<file path="config.mk">
export PLATFORM = sky130hd
export DESIGN_NAME = pipe_stage_chain
export DESIGN_NICKNAME = d
export VERILOG_FILES = /design/src/rtl/pipe_stage_chain.sv
export SDC_FILE = /design/constraint.sdc
export NUM_CORES = 1
export LEC_CHECK = 0
export CORE_ASPECT_RATIO = 1.75
export CORE_MARGIN = 2
export CORE_UTILIZATION = 35
export DETAILED_ROUTE_END_ITERATION = 7
export PLACE_DENSITY = 0.67
export SKIP_LAST_GASP = 1
export SLEW_MARGIN = 0
export SYNTH_ARGS = -nofsm -noshare
export SYNTH_HDL_FRONTEND = slang
export SYNTH_SLANG_ARGS = --single-unit
</file>
<file path="constraint.sdc">
create_clock -name i_clk -period 5.2 [get_ports i_clk]
set_input_delay 1.04 -clock i_clk [delete_from_list [all_inputs] [get_ports i_clk]]
set_output_delay 1.04 -clock i_clk [all_outputs]
set_load 0.01 [all_outputs]
</file>
<file path="src/rtl/pipe_stage_chain.sv">
// Generic N-stage pipeline register chain with per-stage stall/flush and forwarding lookup.
// Optional performance counters are enabled by defining PIPE_PERF_CNT_EN.
module pipe_stage_chain #(
   parameter  int unsigned DATA_W     = 32,
   parameter  int unsigned NB_ADDR    = 5,
   parameter  int unsigned NUM_STAGES = 4,
   localparam int unsigned NB_SEL     = $clog2(NUM_STAGES + 1)
) (
   input  logic                  i_clk,
   input  logic                  i_reset,
   input  logic                  i_dunit_clk_en,
   input  logic                  i_in_valid,
   input  logic [DATA_W-1:0]     i_in_data,
   input  logic [NB_ADDR-1:0]    i_in_rd,
   input  logic                  i_in_regwrite,
   output logic                  o_in_ready,
   input  logic [NUM_STAGES-1:0] i_stall,
   input  logic [NUM_STAGES-1:0] i_flush,
   input  logic [NB_ADDR-1:0]    i_rs_addr,
   input  logic [NB_ADDR-1:0]    i_rt_addr,
   output logic [NB_SEL-1:0]     o_fwd_a,
   output logic [NB_SEL-1:0]     o_fwd_b,
   output logic [DATA_W-1:0]     o_fwd_data_a,
   output logic [DATA_W-1:0]     o_fwd_data_b,
   output logic [NUM_STAGES-1:0] o_stage_valid,
   output logic                  o_out_valid,
   output logic [DATA_W-1:0]     o_out_data,
   output logic [NB_ADDR-1:0]    o_out_rd,
   output logic                  o_out_regwrite
`ifdef PIPE_PERF_CNT_EN
   ,
   output logic [31:0]           o_bubble_cnt,
   output logic [31:0]           o_stall_cnt
`endif
);

   localparam int unsigned Last = NUM_STAGES - 1;

   logic [NUM_STAGES-1:0] valid_q, regwrite_q, hold;
   logic [DATA_W-1:0]     data_q [NUM_STAGES];
   logic [NB_ADDR-1:0]    rd_q   [NUM_STAGES];

   logic [NUM_STAGES-1:0] src_valid, src_regwrite;
   logic [DATA_W-1:0]     src_data [NUM_STAGES];
   logic [NB_ADDR-1:0]    src_rd   [NUM_STAGES];

   // A stall in any older stage freezes every younger stage behind it.
   for (genvar k = 0; k < NUM_STAGES; k++) begin : g_hold
      assign hold[k] = |i_stall[Last:k];
   end

   // Stage k receives a bubble when stage k-1 is held but stage k is not.
   assign src_valid    = {valid_q[Last-1:0] & ~hold[Last-1:0], i_in_valid};
   assign src_regwrite = {regwrite_q[Last-1:0], i_in_regwrite};
   assign src_data[0]  = i_in_data;
   assign src_rd[0]    = i_in_rd;
   for (genvar k = 1; k < NUM_STAGES; k++) begin : g_src
      assign src_data[k] = data_q[k-1];
      assign src_rd[k]   = rd_q[k-1];
   end

   always_ff @(posedge i_clk or negedge i_reset) begin
      if (!i_reset) begin
         valid_q    <= '0;
         regwrite_q <= '0;
         for (int k = 0; k < NUM_STAGES; k++) begin
            data_q[k] <= '0;
            rd_q[k]   <= '0;
         end
      end else if (i_dunit_clk_en) begin
         for (int k = 0; k < NUM_STAGES; k++) begin
            if (i_flush[k]) begin
               valid_q[k] <= 1'b0;
            end else if (!hold[k]) begin
               valid_q[k]    <= src_valid[k];
               regwrite_q[k] <= src_regwrite[k];
               data_q[k]     <= src_data[k];
               rd_q[k]       <= src_rd[k];
            end
         end
      end
   end

   // Gated by reset so every output reads 0 while reset is held.
   assign o_in_ready     = i_reset & i_dunit_clk_en & ~hold[0];
   assign o_stage_valid  = valid_q;
   assign o_out_valid    = valid_q[Last];
   assign o_out_data     = data_q[Last];
   assign o_out_rd       = rd_q[Last];
   assign o_out_regwrite = valid_q[Last] & regwrite_q[Last];

   // Scan oldest to youngest so the youngest hit overwrites older ones.
   always_comb begin
      o_fwd_a      = '0;
      o_fwd_b      = '0;
      o_fwd_data_a = '0;
      o_fwd_data_b = '0;
      for (int k = Last; k >= 0; k--) begin
         if (valid_q[k] && regwrite_q[k] && (rd_q[k] == i_rs_addr) && (|i_rs_addr)) begin
            o_fwd_a      = NB_SEL'(k + 1);
            o_fwd_data_a = data_q[k];
         end
         if (valid_q[k] && regwrite_q[k] && (rd_q[k] == i_rt_addr) && (|i_rt_addr)) begin
            o_fwd_b      = NB_SEL'(k + 1);
            o_fwd_data_b = data_q[k];
         end
      end
   end

`ifdef PIPE_PERF_CNT_EN
   logic [31:0] bubble_cnt_q, stall_cnt_q;

   always_ff @(posedge i_clk or negedge i_reset) begin
      if (!i_reset) begin
         bubble_cnt_q <= '0;
         stall_cnt_q  <= '0;
      end else if (i_dunit_clk_en) begin
         if (!valid_q[Last] && (bubble_cnt_q != 32'hFFFF_FFFF)) begin
            bubble_cnt_q <= bubble_cnt_q + 32'd1;
         end
         if (hold[0] && (stall_cnt_q != 32'hFFFF_FFFF)) begin
            stall_cnt_q <= stall_cnt_q + 32'd1;
         end
      end
   end

   assign o_bubble_cnt = bubble_cnt_q;
   assign o_stall_cnt  = stall_cnt_q;
`endif

endmodule

</file>
==> impl_metrics.sql <==
INSERT INTO impl_metrics (metric_group, metric, value, unit) VALUES
('layout', 'nNetsFinal', '1091', ''),
('synthesis', 'yosys_warnings', '0', ''),
('synthesis', 'synth_enable_flop_cells', '0', ''),
('die', 'chipHeight', '212', 'um'),
('detailed_routing', 'via_density', '5.63', ''),
('synthesis', 'ys_dominant_reg_cell', 'sky130_fd_sc_hd__dfrtp_1', ''),
('sta', 'final_max_slew_viol_count', '0', ''),
('layout', 'layout_cell_share_with_drive_strength_beyond_1', '17.3', '%'),
('placement', 'detailed_place_hpwl', '18.9', 'mm'),
('clock_network', 'clk_transition_reported_paths', '0.06', 'ns'),
('clock_network', 'cts_made_buffers', '17', ''),
('layout', 'antenna_diode_count', '0', ''),
('sta', 'final.setup.worst_slack', '0.165', 'ns'),
('placement', 'io_buffer_count', '173', ''),
('power_and_ir_drop', 'cell_internal_pwr', '0.00273', 'W'),
('synthesis', 'synth.lib_cells_used.distinct', '39', ''),
('worst_setup_path', 'critical-path-slowest-cell', 'sky130_fd_sc_hd__clkdlybuf4s50_1', ''),
('detailed_routing', 'drt_pass1_iterations', '6', ''),
('power_and_ir_drop', 'clockPowerShare', '33.3', '%'),
('clock_network', 'clock_insertion_delay_worst_skew', '0.43', 'ns'),
('die', 'fp.dieArea', '0.0260', 'mm2'),
('power_and_ir_drop', 'swShare', '30.0', '%'),
('worst_setup_path', 'cpMostUsedCell', 'sky130_fd_sc_hd__clkdlybuf4s50_1', ''),
('sta', 'setup_tns', '0', 'ns'),
('worst_setup_path', 'crit_path_start_kind', 'input pin', ''),
('job', 'count_of_max_cap_constraint_violations', '0', ''),
('grt', 'grt_first_pass_wirelength', '42.6', 'mm'),
('sta', 'post-route-period-util', '96.8', '%'),
('die', 'start_util', '35.3', '%'),
('grt', 'grt_overflow', '0', ''),
('layout', 'areaGrowthSynthToFinish', '29.0', '%'),
('die', 'row_count', '76', ''),
('sta', 'final-hold-violation-count', '0', ''),
('worst_setup_path', 'worstSetupPathType', 'input pin to output pin', ''),
('sta', 'worst_clock_skew', '0.00571', 'ns'),
('power_and_ir_drop', 'total_net_switching_power', '0.00117', 'W'),
('grt', 'grt_pass1_vias', '7751', ''),
('power_and_ir_drop', 'power_density_normalized_to_cell_area', '350', 'mW/mm2'),
('sta', 'tightest_slew', '1.02', 'ns'),
('worst_setup_path', 'critPathLaunch', 'i_rs_addr[1]', ''),
('grt', 'largest_net_degree_at_the_start_of_global_routing', '125', ''),
('die', 'fp.dieW', '123', 'um'),
('layout', 'layout.core_utilization', '45.6', '%'),
('power_and_ir_drop', 'report.power.total', '0.00389', 'W'),
('die', 'io-pin-count', '174', ''),
('detailed_routing', 'dr_total_vias', '7630', ''),
('synthesis', 'yosys.area.top_type_share', '45.2', '%'),
('die', 'core_area', '0.0244', 'mm2'),
('synthesis', 'synth.net_count', '977', ''),
('worst_setup_path', 'cp_slowest_stage_delay', '0.65', 'ns'),
('grt', 'antenna_found_initial', '0', ''),
('sta', 'max_clock_freq', '199', 'MHz'),
('sta', 'slew_headroom', '31.6', '%'),
('synthesis', 'synthesis.area_per_instance', '9.42', 'um2'),
('worst_setup_path', 'worst_setup_path_end_kind', 'output pin', ''),
('sta', 'rsz_0062_raised_after_global_routing', 'no', ''),
('placement', 'place.gp.congestion', '0.875', ''),
('clock_network', 'cts_hold_repair.buffers', '0', ''),
('min_path', 'hp-class', 'input pin to async pin', ''),
('clock_network', 'cts-root-buf', 'sky130_fd_sc_hd__clkbuf_16', ''),
('synthesis', 'postSynthCellCount', '917', ''),
('clock_network', 'tritoncts', 'built', ''),
('worst_setup_path', 'r2r-start', 'rd_q[7]', ''),
('detailed_routing', 'drc', '0', ''),
('sta', 'setup-violations-final', '0', ''),
('synthesis', 'synth.cell_area', '0.00864', 'mm2'),
('clock_network', 'cts.sinks', '156', ''),
('status', 'run_status', 'completed', ''),
('worst_setup_path', 'worstPathArrival', '4.00', 'ns'),
('synthesis', 'sequential_fraction_of_the_synthesis_area', '45.2', '%'),
('synthesis', 'synth_area_leaders', 'sky130_fd_sc_hd__dfrtp_1 (45%), sky130_fd_sc_hd__mux2_2 (12%), sky130_fd_sc_hd__a311oi_1 (6.3%), sky130_fd_sc_hd__o22ai_1 (4.5%), sky130_fd_sc_hd__o21ai_0 (3.9%)', '');
-- cell families (layout without fill, tap and decap cells) --
| group | Yosys count | in the layout | share of synthesized area [%] |
|---|---|---|---|
| AO/OA/AOI/OAI | 205 | 205 | 16.0 |
| XOR/XNOR | 38 | 38 | 3.85 |
| buffers and inverters | 188 | 314 | 10.6 |
| flip-flops | 156 | 156 | 45.2 |
| multiplexers | 89 | 89 | 11.6 |
| AND/OR/NAND/NOR | 241 | 241 | 12.8 |
-- per-stage QoR --
step | hold slack [ns] | area [um2] | instances
after floorplan | 0.479 | 8640 | 917
after global placement | 0.482 | 10500 | 1324
after detailed placement | 0.490 | 10500 | 1324
after CTS | 0.505 | 11100 | 1355
after global routing | 0.503 | 11100 | 1355
final | 0.499 | 11100 | 1355
-- sequential cells by signal (all words and copies together) (netlist names) --
| signal | flops |
|---|---|
| o_stage_valid | 4 |
| rd_q | 15 |
| data_q | 96 |
| o_out_rd | 5 |
| o_out_data | 32 |
| regwrite_q | 4 |
-- per-layer routing --
metal  global-route usage (%)  wire, um  vias up
met2                     38.3     15000      340
met4                     10.9      1100        0
li1                         -         -     3446
met3                     3.64      1430       80
met5                        0         0        -
met1                     24.9     10400     3764
-- worst max-delay path, delay by kind of cell --
kind,cells,cell delay (ns)
AOI/OAI and AO/OA,2,0.60
xor gates and xnor gates,1,0.32
buffers and inverters,3,1.34
and+or+nand+nor,2,0.68
-- cell type report --
type	count	area [um2]
tap	312	390
multi-input combinational	573	3890
timing repair buffer	211	2070
inverter	72	270
sequential	156	3900
clock buffer	19	453
fill	2333	13300
clock inverter	12	164
-- final timing paths --
path | slack (ns) | endpoint | depth (start not counted)
setup reg to reg | 4.34 | o_out_rd[2] | 1
hold / removal | 0.50 | data_q[113] | 1
min in group i_clk | 0.50 | data_q[33] | 1
hold reg to reg | 0.50 | data_q[33] | 1
max in group asynchronous | 3.67 | data_q[55] | 2
setup / recovery | 0.16 | o_fwd_data_a[27] | 8
-- cell usage in the layout (no fill, tap or decap), types with 62 or more instances in the layout --
cell                              instances
sky130_fd_sc_hd__o21ai_0                 67
sky130_fd_sc_hd__mux2_2                  89
sky130_fd_sc_hd__inv_1                   72
sky130_fd_sc_hd__nor3_1                  62
sky130_fd_sc_hd__dfrtp_1                156
sky130_fd_sc_hd__nand2_1                 70
sky130_fd_sc_hd__nor2_1                  69
sky130_fd_sc_hd__a311oi_1                62
sky130_fd_sc_hd__clkdlybuf4s50_1        172
sky130_fd_sc_hd__o22ai_1                 62
-- cells in the mapped netlist, types with 3 or more instances --
library cell / instances
sky130_fd_sc_hd__a21oi_1: 4
sky130_fd_sc_hd__a311oi_1: 62
sky130_fd_sc_hd__a32o_1: 3
sky130_fd_sc_hd__buf_1: 6
sky130_fd_sc_hd__buf_2: 25
sky130_fd_sc_hd__buf_4: 39
sky130_fd_sc_hd__buf_6: 4
sky130_fd_sc_hd__clkbuf_1: 42
sky130_fd_sc_hd__dfrtp_1: 156
sky130_fd_sc_hd__inv_1: 72
sky130_fd_sc_hd__mux2_2: 89
sky130_fd_sc_hd__nand2_1: 70
sky130_fd_sc_hd__nand3_1: 6
sky130_fd_sc_hd__nand4_1: 8
sky130_fd_sc_hd__nor2_1: 73
sky130_fd_sc_hd__nor3_1: 64
sky130_fd_sc_hd__o21ai_0: 67
sky130_fd_sc_hd__o22ai_1: 62
sky130_fd_sc_hd__xnor2_1: 37
-- power by group through the flow --
stage          Clock (W)  Sequential, W  Combinational (W)
2_1_floorplan          0        0.00173           0.000568
3_3_place_gp           0        0.00182           0.000767
3_5_place_dp           0        0.00183           0.000781
4_1_cts          0.00133        0.00181           0.000786
5_1_grt          0.00138        0.00186           0.000862
6_report         0.00130        0.00182           0.000782
Power figures use the tool's default switching activity.
